File: src/rtl/adsr_wave_pkg.sv
`default_nettype none
// ----------------------------------------------------------------------------
// adsr_wave_pkg -- envelope state / waveform select encodings, LFSR step. rev 1.0
// ----------------------------------------------------------------------------
package adsr_wave_pkg;

  localparam logic [2:0] ST_IDLE    = 3'd0;
  localparam logic [2:0] ST_ATTACK  = 3'd1;
  localparam logic [2:0] ST_DECAY   = 3'd2;
  localparam logic [2:0] ST_SUSTAIN = 3'd3;
  localparam logic [2:0] ST_RELEASE = 3'd4;

  localparam logic [1:0] WAVE_TRI    = 2'd0;
  localparam logic [1:0] WAVE_SAW    = 2'd1;
  localparam logic [1:0] WAVE_SQUARE = 2'd2;
  localparam logic [1:0] WAVE_NOISE  = 2'd3;

  localparam logic [15:0] LFSR_SEED = 16'hACE1;
  // Galois form of taps 16,14,13,11
  localparam logic [15:0] LFSR_TAPS = 16'hB400;

  function automatic logic [15:0] lfsr_next(input logic [15:0] s);
    return (s >> 1) ^ (s[0] ? LFSR_TAPS : 16'h0000);
  endfunction

endpackage
`default_nettype wire

File: src/rtl/adsr_envelope.sv
`default_nettype none
// ----------------------------------------------------------------------------
// adsr_envelope -- tick prescaler, ADSR state machine and envelope level. rev 1.0
// ----------------------------------------------------------------------------
module adsr_envelope
  import adsr_wave_pkg::*;
#(
  parameter int ENV_W    = 8,
  parameter int PRESCALE = 256
) (
  input  logic             clk,
  input  logic             rst_n,
  input  logic [ENV_W-1:0] attack_rate,
  input  logic [ENV_W-1:0] decay_rate,
  input  logic [ENV_W-1:0] release_rate,
  input  logic [ENV_W-1:0] sustain_level,
  input  logic             gate,
  output logic [ENV_W-1:0] env_level,
  output logic [2:0]       adsr_state,
  output logic             busy
);

  localparam int               CNT_W    = (PRESCALE > 1) ? $clog2(PRESCALE) : 1;
  localparam logic [CNT_W-1:0] CNT_LAST = CNT_W'(PRESCALE - 1);
  localparam logic [ENV_W-1:0] LVL_MAX  = '1;

  logic [2:0]       state, state_next;
  logic [ENV_W-1:0] level, level_next;
  logic [CNT_W-1:0] presc_cnt;
  logic             gate_q, gate_rise, env_tick;
  logic [ENV_W:0]   att_sum, dec_diff, rel_diff;
  logic             att_full, dec_done, rel_done;
  logic [ENV_W-1:0] att_level;

  assign env_tick  = (presc_cnt == CNT_LAST);
  assign gate_rise = gate & ~gate_q;

  // One extra bit catches overflow / borrow of each rate step
  assign att_sum   = {1'b0, level} + {1'b0, attack_rate};
  assign dec_diff  = {1'b0, level} - {1'b0, decay_rate};
  assign rel_diff  = {1'b0, level} - {1'b0, release_rate};
  assign att_full  = (attack_rate == '0) || (att_sum >= {1'b0, LVL_MAX});
  assign att_level = att_full ? LVL_MAX : att_sum[ENV_W-1:0];
  assign dec_done  = (decay_rate == '0) || dec_diff[ENV_W] ||
                     (dec_diff[ENV_W-1:0] <= sustain_level);
  assign rel_done  = (release_rate == '0) || rel_diff[ENV_W] ||
                     (rel_diff[ENV_W-1:0] == '0);

  always_ff @(posedge clk) begin
    if (!rst_n) begin
      state     <= ST_IDLE;
      level     <= '0;
      gate_q    <= 1'b0;
      presc_cnt <= '0;
    end else begin
      state     <= state_next;
      level     <= level_next;
      gate_q    <= gate;
      presc_cnt <= env_tick ? '0 : presc_cnt + CNT_W'(1);
    end
  end

  always_comb begin
    state_next = state;
    level_next = level;
    case (state)
      ST_IDLE: state_next = ST_IDLE;
      ST_ATTACK: begin
        if (env_tick) begin
          level_next = att_level;
          if (att_full) state_next = ST_DECAY;
        end
      end
      ST_DECAY: begin
        if (env_tick) begin
          if (dec_done) begin
            level_next = sustain_level;
            state_next = ST_SUSTAIN;
          end else begin
            level_next = dec_diff[ENV_W-1:0];
          end
        end
      end
      ST_SUSTAIN: begin
        if (env_tick) level_next = sustain_level;
      end
      ST_RELEASE: begin
        if (env_tick) begin
          if (rel_done) begin
            level_next = '0;
            state_next = ST_IDLE;
          end else begin
            level_next = rel_diff[ENV_W-1:0];
          end
        end
      end
      default: state_next = ST_IDLE;
    endcase

    // A retrigger owns this edge: a coincident tick is spent as an attack step
    if (gate_rise && (state <= ST_RELEASE)) begin
      state_next = (env_tick && att_full) ? ST_DECAY : ST_ATTACK;
      level_next = env_tick ? att_level : level;
    end else if (!gate && ((state == ST_ATTACK) || (state == ST_DECAY) ||
                           (state == ST_SUSTAIN))) begin
      state_next = ST_RELEASE;
    end
  end

  always_comb begin
    env_level  = level;
    adsr_state = state;
    busy       = (state != ST_IDLE);
  end

endmodule
`default_nettype wire

File: src/rtl/adsr_wave_generator.sv
`default_nettype none
// ----------------------------------------------------------------------------
// adsr_wave_generator -- phase-accumulator oscillator scaled by an ADSR envelope. rev 1.0
// ----------------------------------------------------------------------------
module adsr_wave_generator
  import adsr_wave_pkg::*;
#(
  parameter int DW       = 8,
  parameter int PHASE_W  = 24,
  parameter int ENV_W    = 8,
  parameter int PRESCALE = 256
) (
  input  logic               clk,
  input  logic               rst_n,
  input  logic [PHASE_W-1:0] phase_inc,
  input  logic [1:0]         wave_sel,
  input  logic [ENV_W-1:0]   attack_rate,
  input  logic [ENV_W-1:0]   decay_rate,
  input  logic [ENV_W-1:0]   release_rate,
  input  logic [ENV_W-1:0]   sustain_level,
  input  logic               gate,
  output logic [DW-1:0]      wave_out,
  output logic [ENV_W-1:0]   env_level,
  output logic [2:0]         adsr_state,
  output logic               busy
);

  logic [PHASE_W-1:0]   phase;
  logic [PHASE_W:0]     phase_sum;
  logic [15:0]          lfsr;
  logic [DW-1:0]        raw, tri_wave;
  logic [ENV_W:0]       env_p1;
  logic [DW+ENV_W-1:0]  product;

  adsr_envelope #(
    .ENV_W    (ENV_W),
    .PRESCALE (PRESCALE)
  ) u_envelope (
    .clk           (clk),
    .rst_n         (rst_n),
    .attack_rate   (attack_rate),
    .decay_rate    (decay_rate),
    .release_rate  (release_rate),
    .sustain_level (sustain_level),
    .gate          (gate),
    .env_level     (env_level),
    .adsr_state    (adsr_state),
    .busy          (busy)
  );

  assign phase_sum = {1'b0, phase} + {1'b0, phase_inc};
  assign tri_wave  = phase[PHASE_W-2 -: DW];

  always_comb begin
    raw = '0;
    case (wave_sel)
      WAVE_TRI:    raw = phase[PHASE_W-1] ? ~tri_wave : tri_wave;
      WAVE_SAW:    raw = phase[PHASE_W-1 -: DW];
      WAVE_SQUARE: raw = phase[PHASE_W-1] ? '0 : '1;
      WAVE_NOISE:  raw = lfsr[15 -: DW];
    endcase
  end

  // raw*(env+1) keeps full-scale x full-scale at full-scale after the shift
  assign env_p1  = {1'b0, env_level} + (ENV_W+1)'(1);
  assign product = {{ENV_W{1'b0}}, raw} * {{(DW-1){1'b0}}, env_p1};

  always_ff @(posedge clk) begin
    if (!rst_n) begin
      phase    <= '0;
      lfsr     <= LFSR_SEED;
      wave_out <= '0;
    end else begin
      phase    <= phase_sum[PHASE_W-1:0];
      if (phase_sum[PHASE_W]) lfsr <= lfsr_next(lfsr);
      wave_out <= DW'(product >> ENV_W);
    end
  end

endmodule
`default_nettype wire

File: config.mk
export PLATFORM = sky130hd
export DESIGN_NAME = adsr_wave_generator
export DESIGN_NICKNAME = d
export VERILOG_FILES = /design/src/rtl/adsr_wave_pkg.sv /design/src/rtl/adsr_envelope.sv /design/src/rtl/adsr_wave_generator.sv
export SDC_FILE = /design/constraint.sdc
export NUM_CORES = 1
export LEC_CHECK = 0
export BUFFER_PORTS_ARGS = -buffer_cell sky130_fd_sc_hd__buf_2
export CORE_ASPECT_RATIO = 0.9
export CORE_UTILIZATION = 55
export DETAILED_ROUTE_END_ITERATION = 16
export HOLD_SLACK_MARGIN = 0.05
export PLACE_DENSITY = 0.75
export SLEW_MARGIN = 15
export SYNTH_ARGS = -nofsm -noshare
export SYNTH_HDL_FRONTEND = slang
export SYNTH_HIERARCHICAL = 1
export SYNTH_SLANG_ARGS = --single-unit
File: constraint.sdc
create_clock -name clk -period 9 [get_ports clk]
set_input_delay 1.8 -clock clk [delete_from_list [all_inputs] [get_ports clk]]
set_output_delay 1.8 -clock clk [all_outputs]
set_load 0.02 [all_outputs]
# Word level (Yosys, flattened, before mapping)
# Index checks and enable logic that the tools add are counted.
# word_totals
inputBits,61
out_inout_bits,20
ff_bits,68
# classes
magnitude_cmp,3
n_bitwise,5
n_eq_ne,18
reduce_logical,21
n_mux,23
mul,1
n_addsub,6
# ops
cell,n
$mux 8,10
$pmux 8 s4,2
$logic_not 8->1,4
$add 24x24->25,1
$mux 3,8
$sub 8x8->9,2
$mul 8x9->16,1
$mux 16,1
$ne 4x2->1 const B,4
$xor 15x16->16,1
$pmux 3 s4,1
$add 8x1->9 const B,1
$add 8x8->9,1
$ge 9x8->1 const B,1
$ne 3x1->1 const B,3
$add 8x1->8 const B,1
$eq 8x8->1 const B,1
$le 8x8->1,1
$ne 4x1->1 const B,2
$not 8->8,1
$logic_or 1x1->1,7
$reduce_and 7->1,1
$eq 3x2->1 const B,2
$reduce_bool 5->1,1
other kinds (15),19

# Longest topological paths before layout
# Gate-level depths: netlist of run 1.
# depth
word_depth,8
mapped_depth,23
depth_no_buf,21

# Cells and area by module
# The synthesis of run 1 kept the hierarchy.
# modules_own_cells
mod,seq_area_each_um2,n_inst,area_per_inst_um2,cells_per_inst
adsr_wave_generator,960.9,1,4998.5,593
adsr_envelope,400.4,1,2597.5,334

# Least setup slack after synthesis of run 1
# No wires, ideal clock.
# synth_path
path_kind,input -> register
from,in wave_sel[1]
to,reg wave_out[7]
t_required_ns,8.930
slack_ns,1.956
stages,22
t_arrival_ns,6.974
n_path_buf,2
cell_sequence,buf_6 > clkbuf_1 > nor2_1 > xor2_1 > nor2_1 > a21oi_1 > nor2_1 > fa_1 > inv_1 > fa_1 > inv_1 > fa_1 > fa_1 > ha_1 > and4b_1 > nand3_1 > or4_4 > a21boi_2 > a311o_2 > a2111oi_2 > or3_1 > a21boi_1
# synth_via
elab_chain_len,3
word_cells_on_any_way,6
cone_classes,mul (1); eq/ne (3); mux (1); reduce/logical (1)
# synth_lines
item,line_no,text
start: declaration,adsr_wave_generator.sv:16,"input logic [1:0] wave_sel,"
"$eq 2x2->1, or another cell as far along",adsr_wave_generator.sv:56,case (wave_sel)
$pmux 8 s4 *,adsr_wave_generator.sv:56,
$mul 8x9->16 *,adsr_wave_generator.sv:66,"assign product = {{ENV_W{1'b0}}, raw} * {{(DW-1){1'b0}}, env_p1};"
end signal: assignment,adsr_wave_generator.sv:76,wave_out <= DW'(product >> ENV_W);
end: declaration,adsr_wave_generator.sv:22,"output logic [DW-1:0] wave_out,"
# Mark *: on every way between the ends. The rest lies on a longest branch, timed or not.
# A chain may end at the register's enable or synchronous reset.

# Final worst setup path of run 1
# Same ends and word-level chain as after synthesis.

==> insert_results.sql, run 1 <==
INSERT INTO impl_metrics (metric_group, metric, value, unit) VALUES
('critical_path', 'path_cells', 'buf_2 -> nor2_1 -> xor2_1 -> nor2_1 -> a21oi_1 -> nor2_1 -> fa_1 -> inv_1 -> fa_1 -> inv_1 -> fa_1 -> fa_1 -> ha_1 -> and4b_1 -> nand3_1 -> or4_4 -> a21boi_2 -> a311o_2 -> a2111oi_2 -> or3_1 -> a21boi_1', ''),
('cts', 'htreeDepth', '3', ''),
('critical_path', 'startpoint_class_of_the_critical_path', 'primary input', ''),
('critical_path', 'critical-path-max-stage-delay', '0.57', 'ns'),
('placement', 'dp_hpwl', '13610', 'um'),
('timing', 'fin_crit', '7.104', 'ns'),
('placement', 'routabilityCongestion', '0.8734', ''),
('routing', 'drc', '0', ''),
('final_layout', 'area_growth', '10.69', '%'),
('cts', 'clk_latency_worst_skew_pair', '0.34', 'ns'),
('floorplanning', 'design.die.area', '14290', 'um^2'),
('synth', 'avgSynthCellArea', '8.194', 'um^2'),
('critical_path', 'timing.critical_path.max_delay_family', 'adder cells', ''),
('cts', 'clock_tree_from_tritoncts', 'done', ''),
('outcome', 'outcome', 'complete, no violations', ''),
('routing', 'detailroute.via_count', '6695', ''),
('timing', 'report.final.hold_viol_count', '0', ''),
('run', 'max_cap_viol_count', '0', ''),
('global_routing', 'grt_start_max_net_pins', '56', ''),
('timing', 'worst-slew-pin-transition', '0.8375', 'ns'),
('synth', 'post_synthesis_instance_total', '927', ''),
('final_layout', 'layout.cells.non_filler', '1174', ''),
('pwr', 'cellLeakagePower', '4.032', 'nW'),
('routing', 'route.antenna.remaining_nets', '0', ''),
('critical_path', 'critPathSlowestCell', 'sky130_fd_sc_hd__fa_1', ''),
('timing', 'fin_crit_sh', '78.93', '%'),
('cts', 'cts_made_buffers', '9', ''),
('critical_path', 'worstPathMaxFanout', '19', ''),
('cts', 'cts.sink_count', '68', ''),
('timing', 'setup-tns-final', '0', 'ns'),
('routing', 'post_dr_wirelength_cell', '15.02', 'um'),
('cts', 'clock_tree.root_cell', 'sky130_fd_sc_hd__clkbuf_16', ''),
('floorplanning', 'num_io_pins', '81', ''),
('cts', 'buffers_inserted_during_post_cts_setup_optimization', '0', ''),
('global_routing', 'grt_pass1_wl', '29400', 'um'),
('global_routing', 'groute.usage.overall', '25.63', '%'),
('final_layout', 'post_route_cells_drive_above_1_share', '13.45', '%'),
('global_routing', 'global_route.overflow_total', '0', ''),
('floorplanning', 'fp-row-count', '40', ''),
('timing', 'grt_setup_unrepaired', 'no', ''),
('routing', 'drtIter0Drc', '415', ''),
('global_routing', 'grt_pass1_vias', '6136', ''),
('cts', 'post_cts.resized_instances', '0', ''),
('synth', 'postSynth.topFlopCell', 'sky130_fd_sc_hd__dfxtp_1', ''),
('cts', 'clk_path_buf_depth', '2', ''),
('routing', 'detail_route.vias_per_cell', '5.703', ''),
('pwr', 'power.ir.vdd_worst', '0.1354', 'mV'),
('critical_path', 'worstPathBufferInverterCount', '3', ''),
('synth', 'post_synth_instance_area', '7596', 'um^2'),
('synth', 'synth-warning-count', '6', ''),
('min_path', 'timing.hold.worst.class', 'reg -> reg', ''),
('synth', 'async_reset_ff_share', '0', '%'),
('pwr', 'design_power_total', '1.573', 'mW'),
('synth', 'postSynthRegisterBits', '68', ''),
('placement', 'portBuffers', '80', ''),
('synth', 'synth_enable_flop_cells', '0', ''),
('critical_path', 'crit_path_end_kind', 'register', ''),
('final_layout', 'design.final.nets', '1194', ''),
('timing', 'max_freq', '0.1408', 'GHz'),
('timing', 'setup_viol_count_final', '0', ''),
('critical_path', 'required', '9.28', 'ns'),
('timing', 'fin_hold_ws', '0.4945', 'ns'),
('pwr', 'cellPowerDensity', '187.0', 'nW/um^2'),
('critical_path', 'data_arrival_time_at_the_worst_slack_endpoint', '7.38', 'ns'),
('cts', 'worst_setup_hold_path_clk_slew', '0.06', 'ns'),
('final_layout', 'finalCoreUtilization', '62.69', '%'),
('routing', 'first_pass_iters', '6', ''),
('timing', 'clock-skew-final', '0.007053', 'ns'),
('routing', 'finalWirelength', '17640', 'um'),
('floorplanning', 'floorplan.die.width', '125.9', 'um'),
('floorplanning', 'chipHeight', '113.5', 'um'),
('placement', 'dp_cells', '1156', ''),
('timing', 'slew_headroom', '43.69', '%'),
('floorplanning', 'initial_core_util', '56.63', '%'),
('synth', 'ys_types', '77', ''),
('floorplanning', 'fp.coreArea', '13410', 'um^2'),
('global_routing', 'antenna_found_initial', '2', ''),
('critical_path', 'critical_path.most_common_cell', 'sky130_fd_sc_hd__fa_1', ''),
('cts', 'cts_hold_buffers', '0', ''),
('critical_path', 'timing_worst_setup_path_type', 'in -> reg', ''),
('timing', 'report.final.slew_viol_count', '0', ''),
('synth', 'synth_seq_area_share', '17.92', '%'),
('synth', 'synthesis.nets', '1122', '');
-- metrics by stage --
stage                     area (um^2)  worst slack (ns)
after floorplan                  7596             1.956
after global placement           8119             1.681
after detailed placement         8119             1.571
after CTS                        8403             1.932
after global routing             8406             1.542
final                            8408             1.896
-- report_power, final --
part	total (mW)	internal (mW)	leakage, nW	switching (mW)
Sequential	0.439	0.374	0.558	0.0651
Combinational	0.792	0.345	3.34	0.446
Clock	0.342	0.190	0.133	0.152
Total	1.57	0.909	4.03	0.664
-- cell usage after synthesis (all sizes together) (3+ instances only) --
cell type	count	area, um^2
nor2	123	464.2
inv	85	319.1
and3	5	31.28
nand2	46	172.7
mux2	3	33.78
a2111oi	3	38.79
o21a	11	82.58
o31a	8	70.07
o221ai	8	70.07
nor3b	7	52.55
nor4	12	96.34
clkbuf	11	41.29
a211oi	13	107.6
o21bai	5	37.54
or3	8	50.05
a21o	21	158.9
o21ai	33	165.2
nor3	6	30.03
xor2	25	219.0
nand2b	19	118.9
mux2i	12	120.1
buf	10	61.31
o31ai	6	45.04
dfxtp	68	1361
ha	90	1126
xnor2	31	271.5
o221a	3	33.78
a21oi	63	319.1
nand3	27	135.1
nor2b	16	100.1
o211ai	12	90.09
nand4	4	25.02
fa	44	880.8
a21boi	3	26.27
or2	17	106.4
and2	25	156.4
a31oi	7	43.79
-- flip-flops by register name, indices dropped and copies added, names as in the netlist --
| signal | cells |
|---|---|
| phase | 24 |
| lfsr | 16 |
| u_envelope/env_level | 8 |
| u_envelope/presc_cnt | 8 |
| wave_out | 8 |
| u_envelope/adsr_state | 3 |
| u_envelope/gate_q | 1 |
-- final timing paths --
check	slack [ns]	start	cells after the start	endpoint
max	1.90	wave_sel[1]	21	wave_out[7]
min	0.49	lfsr[2]	2	lfsr[1]
max reg2reg	2.84	u_envelope/env_level[0]	19	wave_out[7]
min reg2reg	0.49	lfsr[2]	2	lfsr[1]
-- final cells by class --
type | count | area [um^2]
Clock buffer | 9 | 225.2
Sequential cell | 68 | 1361
Antenna cell | 2 | 5.005
Tap cell | 168 | 210.2
Multi-Input combinational cell | 753 | 5813
Timing Repair Buffer | 82 | 415.4
Fill cell | 1218 | 5005
Clock inverter | 7 | 58.81
Inverter | 85 | 319.1
-- logic make-up after synthesis --
kind of cell    Yosys count  synth area share, %
flops                    68                17.92
fa+ha+maj               134                26.42
compound gates          219                19.73
simple gates            329                21.89
buf+inv                 106                5.551
mux                      15                2.026
xor+xnor                 56                6.457
-- worst min-delay path, cell delays in order, from the launching register on --
cell	delay, ns
sky130_fd_sc_hd__dfxtp_1	0.32
sky130_fd_sc_hd__nand2_1	0.05
sky130_fd_sc_hd__o211ai_1	0.07
-- placed cells by master (no fill, tap or decap), types with 31 or more instances in the layout --
cell | netlist | final
sky130_fd_sc_hd__nor2_1 | 122 | 122
sky130_fd_sc_hd__ha_1 | 90 | 90
sky130_fd_sc_hd__inv_1 | 85 | 85
sky130_fd_sc_hd__buf_2 | 4 | 80
sky130_fd_sc_hd__dfxtp_1 | 68 | 68
sky130_fd_sc_hd__a21oi_1 | 62 | 62
sky130_fd_sc_hd__nand2_1 | 46 | 46
sky130_fd_sc_hd__fa_1 | 44 | 44
sky130_fd_sc_hd__o21ai_0 | 32 | 32
sky130_fd_sc_hd__xnor2_1 | 31 | 31
-- routing by layer --
| metal | vias up | part of all wire (%) | track usage [%] | wire length, um |
|---|---|---|---|---|
| li1 | 3401 | - | - | - |
| met1 | 3135 | 50 | 37.05 | 8858 |
| met2 | 150 | 44 | 39.89 | 7702 |
| met3 | 9 | 5.4 | 5.019 | 948 |
| met4 | 0 | 0.72 | 4.819 | 127 |
| met5 | - | 0 | 0 | 0 |
(Power assumes the default switching activity.)
==> run 2, diff against run 1 <==
ABC_AREA = 1   (was default)
PLACE_DENSITY = 0.78   (was 0.75)
clock period = 6.43 ns   (was 9 ns; I/O delays follow)
==> run 2 against run 1 <==
Compared with the run above:
- sequential power rose by 59%
- non-clock buffer count rose by 1
- critical endpoint is now wave_out[5]
- routed wire length rose by 20%
- combinational power rose to 3.8 times the previous value
==> insert_results.sql, run 2 <==
INSERT INTO impl_metrics (metric_group, metric, value, unit) VALUES
('outcome', 'outcome', 'complete, no violations', ''),
('critical_path', 'critPathSlowestCell', 'sky130_fd_sc_hd__fa_1', ''),
('synth', 'avgSynthCellArea', '6.596', 'um^2'),
('routing', 'route.antenna.remaining_nets', '0', ''),
('cts', 'htreeDepth', '3', ''),
('floorplanning', 'floorplan.die.width', '132.6', 'um'),
('synth', 'yosys.area.top_type', 'sky130_fd_sc_hd__dfxtp_1', ''),
('final_layout', 'largest_reg_flops', '24', ''),
('synth', 'synthesis.nets', '1474', ''),
('global_routing', 'grt_start_max_net_pins', '54', ''),
('cts', 'post_cts.resized_instances', '0', ''),
('floorplanning', 'design.die.area', '15840', 'um^2'),
('floorplanning', 'fp-row-count', '42', ''),
('global_routing', 'groute.usage.overall', '27.65', '%'),
('timing', 'slew_headroom', '49.33', '%'),
('synth', 'ys_types', '53', ''),
('synth', 'synth_area_leaders', 'sky130_fd_sc_hd__dfxtp_1 16%, sky130_fd_sc_hd__ha_1 13%, sky130_fd_sc_hd__nand2_1 13%', ''),
('cts', 'clk_path_buf_depth', '2', ''),
('final_layout', 'post_route_cells_drive_above_1_share', '12.28', '%'),
('synth', 'postSynth.topFlopCell', 'sky130_fd_sc_hd__dfxtp_1', ''),
('synth', 'synth.most_common_cell', 'sky130_fd_sc_hd__nand2_1', ''),
('global_routing', 'met3_usage', '5.408', '%'),
('routing', 'post_dr_wirelength_cell', '13.55', 'um'),
('floorplanning', 'num_io_pins', '81', ''),
('routing', 'finalWirelength', '21110', 'um'),
('critical_path', 'timing.rr.start', 'u_envelope/env_level[2]', ''),
('placement', 'dp_hpwl', '17020', 'um'),
('pwr', 'design_power_total', '4.182', 'mW'),
('timing', 'report.final.hold_viol_count', '0', ''),
('pwr', 'cellPowerDensity', '451.7', 'nW/um^2'),
('cts', 'cts_made_buffers', '9', ''),
('min_path', 'worstHoldStart', 'u_envelope/presc_cnt[0]', ''),
('pwr', 'power.ir.vdd_worst', '0.2200', 'mV'),
('synth', 'synth_seq_area_share', '16.14', '%'),
('critical_path', 'worstSetupStartpoint', 'wave_sel[1]', ''),
('pwr', 'cellLeakagePower', '5.033', 'nW'),
('critical_path', 'timing.critical_path.max_delay_family', 'adder cells', ''),
('final_layout', 'layout_common_cells', '293 x sky130_fd_sc_hd__nand2_1, 196 x sky130_fd_sc_hd__inv_1, 162 x sky130_fd_sc_hd__nor2_1', ''),
('timing', 'setup-tns-final', '0', 'ns'),
('timing', 'fin_crit', '5.395', 'ns'),
('routing', 'first_pass_iters', '5', ''),
('critical_path', 'worstPathBufferInverterCount', '6', ''),
('placement', 'routabilityCongestion', '0.9452', ''),
('synth', 'synth-warning-count', '6', ''),
('final_layout', 'design.final.nets', '1551', ''),
('placement', 'portBuffers', '80', ''),
('global_routing', 'global_route.overflow_total', '0', ''),
('min_path', 'timing.hold.worst.class', 'reg -> reg', ''),
('cts', 'clk_latency_worst_skew_pair', '0.34', 'ns'),
('synth', 'netlist.area_leader.share', '16.14', '%'),
('routing', 'detailroute.via_count', '8383', ''),
('synth', 'post_synth_instance_area', '8437', 'um^2'),
('cts', 'cts_hold_buffers', '0', ''),
('routing', 'drtIter0Drc', '545', ''),
('final_layout', 'area_growth', '9.743', '%'),
('floorplanning', 'fp.coreArea', '14820', 'um^2'),
('global_routing', 'grt_pass1_vias', '7704', ''),
('final_layout', 'total_inserted_antenna_cells', '0', ''),
('cts', 'cts.sink_count', '68', ''),
('critical_path', 'critical_path.most_common_cell', 'sky130_fd_sc_hd__nand2_1', ''),
('synth', 'post_synth_most_frequent_cells', '293 x sky130_fd_sc_hd__nand2_1, 196 x sky130_fd_sc_hd__inv_1, 162 x sky130_fd_sc_hd__nor2_1', ''),
('timing', 'fin_crit_sh', '83.91', '%'),
('critical_path', 'path_cells', 'buf_2 -> nand2_1 -> inv_1 -> nand2_1 -> o311ai_0 -> nand2_1 -> inv_1 -> nand2_1 -> fa_1 -> inv_1 -> fa_1 -> fa_1 -> inv_1 -> fa_1 -> inv_1 -> ha_1 -> a21o_1 -> nor2_1 -> nand2_1 -> nand2_1 -> nand3_1 -> nand2_1 -> nor2_1', ''),
('timing', 'clock-skew-final', '0.004630', 'ns'),
('synth', 'synth_enable_flop_cells', '0', ''),
('floorplanning', 'chipHeight', '119.5', 'um'),
('routing', 'drc', '0', ''),
('final_layout', 'reg.largest.list', 'phase x24, lfsr x16', ''),
('critical_path', 'required', '6.67', 'ns'),
('timing', 'worst-slew-pin-transition', '0.7575', 'ns'),
('synth', 'post_synthesis_instance_total', '1279', ''),
('cts', 'clock_tree_from_tritoncts', 'done', ''),
('global_routing', 'antenna_found_initial', '0', ''),
('critical_path', 'startpoint_class_of_the_critical_path', 'primary input', ''),
('run', 'max_cap_viol_count', '0', ''),
('synth', 'postSynthRegisterBits', '68', ''),
('timing', 'max_freq', '0.1854', 'GHz'),
('synth', 'async_reset_ff_share', '0', '%'),
('floorplanning', 'initial_core_util', '56.93', '%'),
('critical_path', 'worstPathMaxFanout', '11', ''),
('cts', 'clock_tree.root_cell', 'sky130_fd_sc_hd__clkbuf_16', ''),
('cts', 'buffers_inserted_during_post_cts_setup_optimization', '0', ''),
('critical_path', 'data_arrival_time_at_the_worst_slack_endpoint', '5.63', 'ns'),
('timing', 'grt_setup_unrepaired', 'no', ''),
('timing', 'report.final.slew_viol_count', '0', ''),
('cts', 'worst_setup_hold_path_clk_slew', '0.06', 'ns'),
('routing', 'detail_route.vias_per_cell', '5.381', ''),
('critical_path', 'critical-path-max-stage-delay', '0.56', 'ns'),
('final_layout', 'top_register', 'phase', ''),
('global_routing', 'grtUsageMet2', '46.15', '%'),
('final_layout', 'filler_cell_count', '1429', ''),
('global_routing', 'grt_pass1_wl', '35380', 'um'),
('global_routing', 'grtUsageMet1', '36.43', '%'),
('timing', 'setup_viol_count_final', '0', ''),
('final_layout', 'layout.cells.most_common', 'sky130_fd_sc_hd__nand2_1', ''),
('critical_path', 'crit_path_end_kind', 'register', ''),
('global_routing', 'busiest_layer', 'met2', ''),
('critical_path', 'timing_worst_setup_path_type', 'in -> reg', '');
run 2: layer usage:
layer | share of wire, % | wire (um)
met5 | 0 | 0
met4 | 1.5 | 311
met3 | 6.6 | 1393
met2 | 45 | 9432
met1 | 47 | 9976
run 2: cells by family (layout without fill, tap and decap cells):
family                     after synthesis  count (layout)  share of synthesized area, %
DFF                                     68              68                         16.14
and+or+nand+nor                        633             633                         33.43
AOI/OAI and AO/OA                      199             199                         13.98
adders and majority gates              134             134                         23.79
xor gates and xnor gates                19              19                         1.972
buffers and inverters                  226             307                         10.69
run 2: worst register-to-register path, stage by stage (launching register included):
cell and delay, ns:
sky130_fd_sc_hd__dfxtp_1 0.67, sky130_fd_sc_hd__nand3_1 0.20, sky130_fd_sc_hd__nor2_1 0.17, sky130_fd_sc_hd__nand2_1 0.09, sky130_fd_sc_hd__nor2_1 0.12, sky130_fd_sc_hd__xor2_1 0.61
sky130_fd_sc_hd__nor2_1 0.13, sky130_fd_sc_hd__fa_1 0.56, sky130_fd_sc_hd__fa_1 0.44, sky130_fd_sc_hd__fa_1 0.54, sky130_fd_sc_hd__inv_1 0.05, sky130_fd_sc_hd__fa_1 0.52
sky130_fd_sc_hd__inv_1 0.04, sky130_fd_sc_hd__ha_1 0.35, sky130_fd_sc_hd__nand2_1 0.13, sky130_fd_sc_hd__nor3_1 0.19, sky130_fd_sc_hd__and2_1 0.15, sky130_fd_sc_hd__nand2_1 0.07
sky130_fd_sc_hd__a21oi_1 0.14, sky130_fd_sc_hd__nor2_1 0.06
run 2: path summary, 6_finish.rpt:
| path | depth (start not counted) | slack, ns | to |
|---|---|---|---|
| worst max register to register | 19 | 1.10 | wave_out[6] |
| worst min-delay path | 1 | 0.44 | u_envelope/presc_cnt[0] |
| worst max-delay path | 23 | 1.03 | wave_out[5] |
| worst min register to register | 1 | 0.44 | u_envelope/presc_cnt[0] |
run 2: through the flow:
stage	hold slack, ns	utilization, %	worst slack, ns	cells	area [um^2]
after floorplan	0.4175	-	1.147	1279	8437
after global placement	0.4311	60.68	0.7910	1543	8992
after detailed placement	0.4376	60.68	0.7329	1543	8992
after CTS	0.4496	62.48	1.073	1558	9259
after global routing	0.4677	62.48	0.6897	1558	9259
final	0.4427	62.48	1.035	1558	9259
run 2: area by class of cell:
type	count	area (um^2)	share of cell area (%)
sequential	68	1361	14.70
inverter	209	787.0	8.500
tap	198	247.7	2.676
clock buffer	9	225.2	2.432
multi-input combinational	985	6173	66.68
clock inverter	6	41.29	0.4459
timing repair buffer	83	422.9	4.568
run 2: where the power goes:
group	switching [mW]	internal (mW)	total, mW	leakage (nW)
sequential	0.141	0.558	0.698	0.562
clock	0.194	0.258	0.452	0.124
combinational	1.95	1.08	3.03	4.35
total	2.29	1.90	4.18	5.03
